--- src/rtl/frame_scheduler_if.sv ---
// ---------------------------------------------------------------------------
// frame_scheduler_if
// Bundles the byte-receive strobe, the two-bank frame-memory port and the
// LED-driver handshake used by frame_scheduler.
//   master : scheduler side (drives memory writes/reads, LED stream, status)
//   slave  : environment side (SPI receiver, frame memory, LED driver)
// AW is the byte-pointer width; memory addresses are {bank, pointer}.
// ---------------------------------------------------------------------------
interface frame_scheduler_if #(
    parameter int AW = 8
);
    logic          rx_valid;
    logic [7:0]    rx_data;
    logic          mem_wr_en;
    logic [AW:0]   mem_wr_addr;
    logic [7:0]    mem_wr_data;
    logic [AW:0]   mem_rd_addr;
    logic [7:0]    mem_rd_data;
    logic          led_valid;
    logic [7:0]    led_data;
    logic          led_ready;
    logic          frame_done;
    logic          overrun;
    logic          front_bank;

    modport master (
        input  rx_valid, rx_data, mem_rd_data, led_ready,
        output mem_wr_en, mem_wr_addr, mem_wr_data, mem_rd_addr,
               led_valid, led_data, frame_done, overrun, front_bank
    );

    modport slave (
        output rx_valid, rx_data, mem_rd_data, led_ready,
        input  mem_wr_en, mem_wr_addr, mem_wr_data, mem_rd_addr,
               led_valid, led_data, frame_done, overrun, front_bank
    );
endinterface

--- src/rtl/frame_scheduler.sv ---
// ---------------------------------------------------------------------------
// frame_scheduler
// Ping-pong frame buffer controller between an SPI byte receiver and a serial
// LED driver. Incoming bytes fill the back bank; a completed frame is swapped
// to the front at the next idle point and streamed byte-by-byte to the LED
// driver, followed by the strip latch gap.
// Ports:
//   clk    : system clock
//   reset  : asynchronous, active-high reset
//   bus    : frame_scheduler_if.master
//            rx_valid/rx_data       incoming byte strobe
//            mem_wr_*               registered frame-memory write port
//            mem_rd_addr/data       frame-memory read port (1-cycle latency)
//            led_valid/data/ready   LED driver handshake
//            frame_done             pulse at end of latch gap
//            overrun                pulse per dropped byte
//            front_bank             bank displayed / last displayed
// ---------------------------------------------------------------------------
module frame_scheduler #(
    parameter int IMG_WIDTH    = 8,
    parameter int IMG_HEIGHT   = 8,
    parameter int FRAME_BYTES  = 3 * IMG_WIDTH * IMG_HEIGHT,
    parameter int AW           = $clog2(FRAME_BYTES),
    parameter int LATCH_CYCLES = 3000,
    parameter int RX_TIMEOUT   = 50000
) (
    input  logic               clk,
    input  logic               reset,
    frame_scheduler_if.master  bus
);

    localparam int IW = $clog2(RX_TIMEOUT + 1);
    localparam int LW = $clog2(LATCH_CYCLES + 1);

    localparam logic [AW-1:0] LAST_PTR   = AW'(FRAME_BYTES - 1);
    localparam logic [IW-1:0] IDLE_MAX   = IW'(RX_TIMEOUT);
    localparam logic [LW-1:0] LATCH_LAST = LW'(LATCH_CYCLES - 1);

    localparam logic [2:0] ST_IDLE  = 3'd0;
    localparam logic [2:0] ST_FETCH = 3'd1;
    localparam logic [2:0] ST_WAIT  = 3'd2;
    localparam logic [2:0] ST_SEND  = 3'd3;
    localparam logic [2:0] ST_LATCH = 3'd4;

    logic [2:0]    state_q,       state_d;
    logic          wr_bank_q,     wr_bank_d;
    logic [AW-1:0] wr_ptr_q,      wr_ptr_d;
    logic          pending_q,     pending_d;
    logic [IW-1:0] idle_cnt_q,    idle_cnt_d;
    logic          rd_bank_q,     rd_bank_d;
    logic [AW-1:0] rd_ptr_q,      rd_ptr_d;
    logic [LW-1:0] latch_cnt_q,   latch_cnt_d;
    logic          mem_wr_en_q,   mem_wr_en_d;
    logic [AW:0]   mem_wr_addr_q, mem_wr_addr_d;
    logic [7:0]    mem_wr_data_q, mem_wr_data_d;
    logic [AW:0]   mem_rd_addr_q, mem_rd_addr_d;
    logic          led_valid_q,   led_valid_d;
    logic [7:0]    led_data_q,    led_data_d;
    logic          frame_done_q,  frame_done_d;
    logic          overrun_q,     overrun_d;
    logic          front_bank_q,  front_bank_d;

    // Next-state logic for the byte-capture side and the read/stream FSM
    always_comb begin
        state_d       = state_q;
        wr_bank_d     = wr_bank_q;
        wr_ptr_d      = wr_ptr_q;
        pending_d     = pending_q;
        idle_cnt_d    = idle_cnt_q;
        rd_bank_d     = rd_bank_q;
        rd_ptr_d      = rd_ptr_q;
        latch_cnt_d   = latch_cnt_q;
        mem_wr_en_d   = 1'b0;
        mem_wr_addr_d = mem_wr_addr_q;
        mem_wr_data_d = mem_wr_data_q;
        mem_rd_addr_d = mem_rd_addr_q;
        led_valid_d   = led_valid_q;
        led_data_d    = led_data_q;
        frame_done_d  = 1'b0;
        overrun_d     = 1'b0;
        front_bank_d  = front_bank_q;

        // Write side: bytes land in the back bank unless a finished frame
        // is still waiting for the display side to pick it up.
        if (bus.rx_valid) begin
            idle_cnt_d = {IW{1'b0}};
            if (!pending_q) begin
                mem_wr_en_d   = 1'b1;
                mem_wr_addr_d = {wr_bank_q, wr_ptr_q};
                mem_wr_data_d = bus.rx_data;
                if (wr_ptr_q == LAST_PTR) begin
                    wr_ptr_d  = {AW{1'b0}};
                    pending_d = 1'b1;
                end else begin
                    wr_ptr_d  = wr_ptr_q + 1'b1;
                end
            end else begin
                overrun_d = 1'b1;
            end
        end else begin
            if (idle_cnt_q != IDLE_MAX) begin
                idle_cnt_d = idle_cnt_q + 1'b1;
            end else begin
                idle_cnt_d = idle_cnt_q;
            end
            // A stalled sender leaves a partial frame; restart from byte 0.
            if ((idle_cnt_q == IDLE_MAX) && (wr_ptr_q != {AW{1'b0}})) begin
                wr_ptr_d = {AW{1'b0}};
            end else begin
                wr_ptr_d = wr_ptr_q;
            end
        end

        // Read side. pending is only set by the write side when it was clear
        // and only cleared here when it was set, so the two never collide.
        case (state_q)
            ST_IDLE: begin
                if (pending_q) begin
                    rd_bank_d    = wr_bank_q;
                    wr_bank_d    = ~wr_bank_q;
                    front_bank_d = wr_bank_q;
                    pending_d    = 1'b0;
                    rd_ptr_d     = {AW{1'b0}};
                    state_d      = ST_FETCH;
                end else begin
                    state_d      = ST_IDLE;
                end
            end
            ST_FETCH: begin
                mem_rd_addr_d = {rd_bank_q, rd_ptr_q};
                state_d       = ST_WAIT;
            end
            ST_WAIT: begin
                state_d = ST_SEND;
            end
            ST_SEND: begin
                // First SEND cycle: read data is valid now, capture it and
                // raise valid; afterwards hold both until the handshake.
                if (!led_valid_q) begin
                    led_data_d  = bus.mem_rd_data;
                    led_valid_d = 1'b1;
                end else if (bus.led_ready) begin
                    led_valid_d = 1'b0;
                    if (rd_ptr_q == LAST_PTR) begin
                        latch_cnt_d = {LW{1'b0}};
                        state_d     = ST_LATCH;
                    end else begin
                        rd_ptr_d    = rd_ptr_q + 1'b1;
                        state_d     = ST_FETCH;
                    end
                end else begin
                    led_valid_d = led_valid_q;
                end
            end
            ST_LATCH: begin
                if (latch_cnt_q == LATCH_LAST) begin
                    frame_done_d = 1'b1;
                    state_d      = ST_IDLE;
                end else begin
                    latch_cnt_d  = latch_cnt_q + 1'b1;
                end
            end
            default: begin
                state_d     = ST_IDLE;
                led_valid_d = 1'b0;
            end
        endcase
    end

    // State and output registers with asynchronous reset
    always_ff @(posedge clk or posedge reset) begin
        if (reset) begin
            state_q       <= ST_IDLE;
            wr_bank_q     <= 1'b1;
            wr_ptr_q      <= {AW{1'b0}};
            pending_q     <= 1'b0;
            idle_cnt_q    <= {IW{1'b0}};
            rd_bank_q     <= 1'b0;
            rd_ptr_q      <= {AW{1'b0}};
            latch_cnt_q   <= {LW{1'b0}};
            mem_wr_en_q   <= 1'b0;
            mem_wr_addr_q <= {(AW+1){1'b0}};
            mem_wr_data_q <= 8'h00;
            mem_rd_addr_q <= {(AW+1){1'b0}};
            led_valid_q   <= 1'b0;
            led_data_q    <= 8'h00;
            frame_done_q  <= 1'b0;
            overrun_q     <= 1'b0;
            front_bank_q  <= 1'b0;
        end else begin
            state_q       <= state_d;
            wr_bank_q     <= wr_bank_d;
            wr_ptr_q      <= wr_ptr_d;
            pending_q     <= pending_d;
            idle_cnt_q    <= idle_cnt_d;
            rd_bank_q     <= rd_bank_d;
            rd_ptr_q      <= rd_ptr_d;
            latch_cnt_q   <= latch_cnt_d;
            mem_wr_en_q   <= mem_wr_en_d;
            mem_wr_addr_q <= mem_wr_addr_d;
            mem_wr_data_q <= mem_wr_data_d;
            mem_rd_addr_q <= mem_rd_addr_d;
            led_valid_q   <= led_valid_d;
            led_data_q    <= led_data_d;
            frame_done_q  <= frame_done_d;
            overrun_q     <= overrun_d;
            front_bank_q  <= front_bank_d;
        end
    end

    assign bus.mem_wr_en   = mem_wr_en_q;
    assign bus.mem_wr_addr = mem_wr_addr_q;
    assign bus.mem_wr_data = mem_wr_data_q;
    assign bus.mem_rd_addr = mem_rd_addr_q;
    assign bus.led_valid   = led_valid_q;
    assign bus.led_data    = led_data_q;
    assign bus.frame_done  = frame_done_q;
    assign bus.overrun     = overrun_q;
    assign bus.front_bank  = front_bank_q;

endmodule

--- src/flat_wrapper.sv ---
// flat-port wrapper written by rule: the top's interface ports become plain ports
module frame_scheduler_flat 
#(
    parameter int IMG_WIDTH    = 8,
    parameter int IMG_HEIGHT   = 8,
    parameter int FRAME_BYTES  = 3 * IMG_WIDTH * IMG_HEIGHT,
    parameter int AW           = $clog2(FRAME_BYTES),
    parameter int LATCH_CYCLES = 3000,
    parameter int RX_TIMEOUT   = 50000
)
  (clk, reset, bus_rx_valid, bus_rx_data, bus_mem_rd_data, bus_led_ready, bus_mem_wr_en, bus_mem_wr_addr, bus_mem_wr_data, bus_mem_rd_addr, bus_led_valid, bus_led_data, bus_frame_done, bus_overrun, bus_front_bank);
  frame_scheduler_if #(.AW(AW)) bus_i ();
  input  logic clk;
  input  logic reset;
  input wire logic [$bits(bus_i.rx_valid)-1:0] bus_rx_valid;
  input wire logic [$bits(bus_i.rx_data)-1:0] bus_rx_data;
  input wire logic [$bits(bus_i.mem_rd_data)-1:0] bus_mem_rd_data;
  input wire logic [$bits(bus_i.led_ready)-1:0] bus_led_ready;
  output wire logic [$bits(bus_i.mem_wr_en)-1:0] bus_mem_wr_en;
  output wire logic [$bits(bus_i.mem_wr_addr)-1:0] bus_mem_wr_addr;
  output wire logic [$bits(bus_i.mem_wr_data)-1:0] bus_mem_wr_data;
  output wire logic [$bits(bus_i.mem_rd_addr)-1:0] bus_mem_rd_addr;
  output wire logic [$bits(bus_i.led_valid)-1:0] bus_led_valid;
  output wire logic [$bits(bus_i.led_data)-1:0] bus_led_data;
  output wire logic [$bits(bus_i.frame_done)-1:0] bus_frame_done;
  output wire logic [$bits(bus_i.overrun)-1:0] bus_overrun;
  output wire logic [$bits(bus_i.front_bank)-1:0] bus_front_bank;
  assign bus_i.rx_valid = bus_rx_valid;
  assign bus_i.rx_data = bus_rx_data;
  assign bus_i.mem_rd_data = bus_mem_rd_data;
  assign bus_i.led_ready = bus_led_ready;
  assign bus_mem_wr_en = bus_i.mem_wr_en;
  assign bus_mem_wr_addr = bus_i.mem_wr_addr;
  assign bus_mem_wr_data = bus_i.mem_wr_data;
  assign bus_mem_rd_addr = bus_i.mem_rd_addr;
  assign bus_led_valid = bus_i.led_valid;
  assign bus_led_data = bus_i.led_data;
  assign bus_frame_done = bus_i.frame_done;
  assign bus_overrun = bus_i.overrun;
  assign bus_front_bank = bus_i.front_bank;
  frame_scheduler #(.IMG_WIDTH(IMG_WIDTH), .IMG_HEIGHT(IMG_HEIGHT), .FRAME_BYTES(FRAME_BYTES), .AW(AW), .LATCH_CYCLES(LATCH_CYCLES), .RX_TIMEOUT(RX_TIMEOUT)) u_core (.clk(clk), .reset(reset), .bus(bus_i));
endmodule
--- config.mk ---
export PLATFORM = sky130hd
export DESIGN_NAME = frame_scheduler_flat
export DESIGN_NICKNAME = d
export VERILOG_FILES = /design/src/rtl/frame_scheduler_if.sv /design/src/rtl/frame_scheduler.sv /design/src/flat_wrapper.sv
export SDC_FILE = /design/constraint.sdc
export NUM_CORES = 1
export LEC_CHECK = 0
export CORE_UTILIZATION = 50
export CTS_CLUSTER_SIZE = 14
export DETAILED_ROUTE_END_ITERATION = 10
export HOLD_SLACK_MARGIN = 0.1
export PLACE_DENSITY_LB_ADDON = 0.15
export SKIP_LAST_GASP = 1
export SYNTH_ARGS = -nofsm -noshare
export SYNTH_HDL_FRONTEND = slang
export SYNTH_SLANG_ARGS = --single-unit
--- constraint.sdc ---
create_clock -name clk -period 3.2 [get_ports clk]
set_input_delay 0.64 -clock clk [delete_from_list [all_inputs] [get_ports clk]]
set_output_delay 0.64 -clock clk [all_outputs]
set_load 0.02 [all_outputs]
==> results of run 1 <==
[flip-flops by register name, indices dropped and copies added (netlist names)]
register and count:
u_core.bus.frame_done 1, u_core.bus.led_data 8, u_core.bus.led_valid 1, u_core.bus.mem_rd_addr 9
u_core.bus.mem_wr_addr 9, u_core.bus.mem_wr_data 8, u_core.bus.mem_wr_en 1, u_core.bus.overrun 1
u_core.idle_cnt_q 16, u_core.latch_cnt_q 12, u_core.pending_q 1, u_core.rd_bank_q 1
u_core.rd_ptr_q 8, u_core.state_q 3, u_core.wr_bank_q 1, u_core.wr_ptr_q 8
[kinds of logic (layout without fill, tap and decap cells)]
logic type | after synthesis | count (layout)
flops | 88 | 88
fa+ha+maj | 6 | 6
xor+xnor | 18 | 18
buf+inv | 33 | 92
simple gates | 178 | 178
compound gates | 60 | 60
mux | 26 | 26
[power groups by stage]
stage	registers (mW)	logic [mW]	clock network (mW)
after floorplan	1.60	0.513	0
after global placement	1.51	0.971	0
after detailed placement	1.52	0.981	0
after CTS	1.50	0.987	0.778
after global routing	1.53	1.06	0.834
final	1.50	0.972	0.761
[through the flow]
stage | power [mW] | std cells | worst slack, ns | hold slack, ns | cell area, um2
6_report | 3.23 | 573 | 1.12 | 0.477 | 5110
5_1_grt | 3.43 | 573 | 1.07 | 0.509 | 5110
4_1_cts | 3.26 | 573 | 1.11 | 0.485 | 5110
3_5_place_dp | 2.50 | 558 | 0.940 | 0.465 | 4920
3_3_place_gp | 2.48 | 558 | 0.975 | 0.461 | 4920
2_1_floorplan | 2.12 | 409 | 0.283 | 0.475 | 4260
[routing by layer]
| metal | wire length (um) | track usage |
|---|---|---|
| met5 | 0 | 0 |
| met4 | 66 | 0.0795 |
| met3 | 302 | 0.0348 |
| met2 | 4030 | 0.325 |
| met1 | 3930 | 0.276 |
[Yosys cell counts (2+ instances only)]
master     number  share of area
a211o_1         3         0.0062
a21oi_1        13          0.015
a22o_1          2         0.0041
a31o_2          4         0.0082
a31oi_1         3         0.0044
and2_1          4         0.0059
and3_1          8          0.012
and3b_1         2         0.0041
and4_1          5          0.010
buf_1           2         0.0018
buf_2           3         0.0035
buf_6           2         0.0053
clkbuf_1        9         0.0079
dfrtp_1        87           0.51
ha_1            6          0.018
inv_1          15          0.013
mux2_2         21          0.056
mux2i_1         5          0.012
nand2_1        63          0.056
nand2b_1        2         0.0029
nand3_1        20          0.024
nand3b_1        4         0.0071
nand4_1         8          0.012
nand4b_1        2         0.0041
nor2_1         25          0.022
nor2_2          2         0.0029
nor2b_1         2         0.0029
nor3_1          9          0.011
nor3b_1         2         0.0035
nor4_1          3         0.0044
nor4b_2         2         0.0071
o211ai_1        2         0.0035
o21a_1          4         0.0071
o21ai_0        13          0.015
o2bb2ai_1       3         0.0062
or3_1           3         0.0044
or4_1           2         0.0035
xnor2_1         7          0.014
xor2_1         11          0.023
[layout make-up]
cell class | instances | area, um2 | share of cell area
timing repair buffer | 62 | 623 | 0.122
multi-input combinational | 288 | 1910 | 0.373
clock buffer | 12 | 145 | 0.0284
inverter | 15 | 57.6 | 0.0113
clock inverter | 3 | 42.5 | 0.00833
tap | 105 | 131 | 0.0257
sequential | 88 | 2200 | 0.431
[final timing paths]
check	start	endpoint	slack, ns
worst max-delay path	u_core.bus.led_valid	bus_led_valid	1.12
worst min-delay path	u_core.bus.mem_wr_addr[7]	u_core.bus.mem_wr_addr[7]	0.48
worst max register to register	u_core.state_q[2]	u_core.latch_cnt_q[11]	1.25
worst min register to register	u_core.bus.mem_wr_addr[7]	u_core.bus.mem_wr_addr[7]	0.48
max in group asynchronous	reset	u_core.wr_bank_q	1.75
min in group asynchronous	reset	u_core.bus.led_data[6]	0.68
==> results_dict.tcl, run 1 <==
set metrics [dict create \
    dr.first_iter.drc_count 110 \
    post-route-util 0.622 \
    post-dp-hpwl_um 5730 \
    drtAntennaViolNets 0 \
    nNetsFinal 490 \
    synth_compound_area_frac 0.101 \
    overflow 0 \
    fillers 706 \
    dr.pass1.iters 4 \
    ir_drop_v 0.000329 \
    slowest_stage "clkdlybuf4s50_1" \
    crit_family "buffers and inverters" \
    worstSetupEndpointType "primary output" \
    synth_xor_xnor_area_share 0.0370 \
    grt_first_pass_wirelength_um 14200 \
    ys.flop_type "dfrtp_1" \
    synth_top_family_by_area "simple AND/OR/NAND/NOR gates" \
    coreArea_um2 8220 \
    synth_simple_gate_area_share 0.225 \
    async_flop_share 1.00 \
    syn_to_final_growth_pct 20.0 \
    syn_area_um2 4260 \
    layout_common_cells "87 x dfrtp_1, 63 x nand2_1, 58 x clkdlybuf4s50_1" \
    switchingPower_mw 1.04 \
    slowest_delay_ns 0.64 \
    syn_nets 435 \
    min_path_type "reg2reg" \
    crit_buf_inv 1 \
    post_route_cells_drive_above_1_share 0.126 \
    yosysWarnings 0 \
    grt_setup_unrepaired "false" \
    num_vias 3164 \
    initial_core_util 0.518 \
    swShare 0.323 \
    start_kind "flop" \
    clkTransAtPathRegs_ns 0.09 \
    die_w_um 94.3 \
    die_area_um2 8890 \
    final_common_cell "dfrtp_1" \
    io_pins 59 \
    ff2ff_path_depth 4 \
    fin_worst_skew_ns 0.00933 \
    worst_pin_slew_ns 0.670 \
    critPathRequiredTime_ns 2.56 \
    syn_inst 409 \
    power_density_nw_per_um2 632 \
    grtUsageTotal 0.204 \
    via_per_inst 5.52 \
    cts_tree "yes" \
    io_buffers 58 \
    cellLeakagePower_nw 2.25 \
    crit_path_cell_trace "clkdlybuf4s50_1" \
    cts_setup_buffers 0 \
    power_frac_comb 0.301 \
    cts_buffers 9 \
    synth-seq-cells 88 \
    grt_pass1_vias 2992 \
    status "finished clean" \
    clock_latency_ns 0.35 \
    clock-sinks 88 \
    drc_errors 0 \
    setup_viol 0 \
    cts-root-buf "clkbuf_8" \
    drv_slew 0 \
    critPathKind "reg2out" \
    yosys-mux-area-fraction 0.0673 \
    arrival_ns 1.44 \
    grt_start_max_net_pins 52 \
    antenna_found_initial 0 \
    die_h_um 94.3 \
    row_count 33 \
    cts_hold_buf 0 \
    synth_fa_ha_area_frac 0.0176 \
    seq_power_share 0.463 \
    fin_crit_sh 0.649 \
    final-hold-violation-count 0 \
    cp_max_fo 6 \
    period_needed_ns 2.08 \
    final.setup.tns_ns 0 \
    clkPwrFrac 0.236 \
    routed_wl_um 8330 \
    maxSlewHeadroom 0.547 \
    synth_edf_count 0 \
    antenna_cells 0 \
    cp.depth 1 \
    place_congestion 0.816 \
    wl_per_cell_um 14.5 \
    synth_cell_type_count 65 \
    intPower_mw 2.19 \
    cts_max_level 3 \
    synth_area_per_cell_um2 10.4 \
    cap_violations 0 \
    yosysSeqAreaShare 0.517 \
    worstHoldPathCells 2 \
    clockBufferDepth 2 \
    cts_resized 0 \
    timing.fmax_ghz 0.482 \
]
Note: power is estimated with default switching activity, not from simulation.
==> inputs of run 2 (changes only) <==
- clock period: 3.2 -> 2.05 ns (I/O delays scaled with it)
==> run 2 against run 1 <==
  * Clock skew up 0.0033 ns
  * Sequential power up 53%
  * First-iteration DRC count down 2.7%
  * Non-clock buffer count grew 10
  * Power is 60% higher
  * Via count up 2.2%
  * Design area grew 2.4%
  * Combinational power rose by 68%
  * Critical path type is now reg2reg
  * Largest cell class unchanged
  * Largest power group unchanged
==> results_dict.tcl, run 2 (synthesis gave the netlist of run 1 again) <==
set metrics [dict create \
    status "finished clean" \
    clockBufferDepth 2 \
    overflow 0 \
    syn_to_final_growth_pct 22.9 \
    seq_power_share 0.445 \
    nNetsFinal 500 \
    cts-root-buf "clkbuf_8" \
    swShare 0.326 \
    setup_viol 0 \
    die_h_um 94.3 \
    start_kind "flop" \
    power_density_nw_per_um2 989 \
    worstSetupEndpointType "flop" \
    drtAntennaViolNets 0 \
    cts_hold_buf 0 \
    wl_per_cell_um 14.8 \
    post-dp-hpwl_um 6250 \
    layout_common_cells "87 x dfrtp_1, 63 x nand2_1, 58 x clkdlybuf4s50_1" \
    antenna_found_initial 0 \
    grt_pass1_vias 3143 \
    num_vias 3233 \
    cellLeakagePower_nw 2.31 \
    cp_max_fo 7 \
    clkTransAtPathRegs_ns 0.09 \
    ff_latch_area_um2 2200 \
    slowest_delay_ns 0.43 \
    die_area_um2 8890 \
    regMostFlops "u_core.idle_cnt_q" \
    largest_reg_flops 16 \
    fillers 675 \
    final-hold-violation-count 0 \
    final.setup.tns_ns 0 \
    crit_buf_inv 0 \
    place_congestion 0.900 \
    critPathKind "reg2reg" \
    timing.fmax_ghz 0.529 \
    maxSlewHeadroom 0.647 \
    min_path_type "in2async" \
    clkPwrFrac 0.241 \
    via_per_inst 5.54 \
    ir_drop_v 0.000540 \
    cap_violations 0 \
    clock_latency_ns 0.35 \
    cts_tree "yes" \
    dr.pass1.iters 4 \
    critPathRequiredTime_ns 2.30 \
    cts_buffers 9 \
    switchingPower_mw 1.69 \
    crit_path_cell_trace "ha_1 -> and3_1 -> a31oi_4 -> mux2_2 -> a21o_1" \
    routed_wl_um 8660 \
    multi_input_area_um2 1910 \
    cts_max_level 3 \
    final_common_cell "dfrtp_1" \
    initial_core_util 0.518 \
    antenna_cells 0 \
    crit_family "compound AO/OA/AOI/OAI gates" \
    io_buffers 58 \
    cts_resized 0 \
    io_pins 59 \
    power_frac_comb 0.314 \
    post-route-util 0.637 \
    fin_worst_skew_ns 0.0127 \
    drv_slew 0 \
    intPower_mw 3.49 \
    clock-sinks 88 \
    cts_setup_buffers 0 \
    fin_crit_sh 0.921 \
    drc_errors 0 \
    dr.first_iter.drc_count 107 \
    grt_start_max_net_pins 31 \
    die_w_um 94.3 \
    grtUsageTotal 0.211 \
    worst_pin_slew_ns 0.528 \
    post_route_cells_drive_above_1_share 0.148 \
    arrival_ns 2.14 \
    reg.largest.list "u_core.idle_cnt_q x16, u_core.latch_cnt_q x12" \
    grt_setup_unrepaired "false" \
    period_needed_ns 1.89 \
    p_total_mw 5.17 \
    grt_first_pass_wirelength_um 14600 \
    row_count 33 \
    slowest_stage "dfrtp_1" \
    coreArea_um2 8220 \
]
==> run 2: cell count changes in the layout (fill, tap and decap cells not counted) <==
cell / delta
clkinv_2: -2
clkbuf_8: +1
clkbuf_1: -1
buf_4: +8
clkinvlp_4: +3
buf_12: +2
==> run 2: worst paths after layout <==
check	cells past startpoint	slack (ns)	endpoint	startpoint
worst max-delay path	5	0.16	u_core.latch_cnt_q[11]	u_core.latch_cnt_q[0]
worst min-delay path	2	0.45	u_core.bus.mem_rd_addr[8]	reset
worst max register to register	5	0.16	u_core.latch_cnt_q[11]	u_core.latch_cnt_q[0]
worst min register to register	2	0.48	u_core.bus.mem_wr_addr[7]	u_core.bus.mem_wr_addr[7]
max in group asynchronous	3	1.05	u_core.wr_bank_q	reset
min in group clk	2	0.48	u_core.bus.mem_wr_addr[7]	u_core.bus.mem_wr_addr[7]
==> run 2: power groups by stage <==
stage | clock network, mW | registers, mW | logic, mW
final | 1.25 | 2.30 | 1.63
after global routing | 1.37 | 2.36 | 1.76
after global placement | 0 | 2.32 | 1.61
after detailed placement | 0 | 2.34 | 1.63
after floorplan | 0 | 2.50 | 0.801
after CTS | 1.28 | 2.30 | 1.64
==> run 2: area by class of cell <==
class	count	area share
sequential	88	0.421
multi-input combinational	288	0.364
timing repair buffer	72	0.138
clock buffer	12	0.0297
tap	105	0.0251
inverter	15	0.0115
clock inverter	4	0.0100
==> run 2: through the flow <==
step / hold WS, ns / instances / instance area [um2] / worst slack, ns
after detailed placement: 0.462 / 568 / 5020 / 0.125
after floorplan: 0.475 / 409 / 4260 / 0.187
after CTS: 0.449 / 584 / 5230 / 0.159
final: 0.448 / 584 / 5230 / 0.161
after global placement: 0.461 / 568 / 5020 / 0.154
after global routing: 0.486 / 584 / 5230 / 0.0484
==> run 2: layer usage <==
layer / part of all wire / global-route usage / vias up / wire length (um)
li1: - / - / 1569 / -
met3: 0.037 / 0.0502 / 15 / 320
met2: 0.51 / 0.351 / 58 / 4380
met5: 0 / 0 / - / 0
met1: 0.44 / 0.269 / 1591 / 3810
met4: 0.018 / 0.0679 / 0 / 160
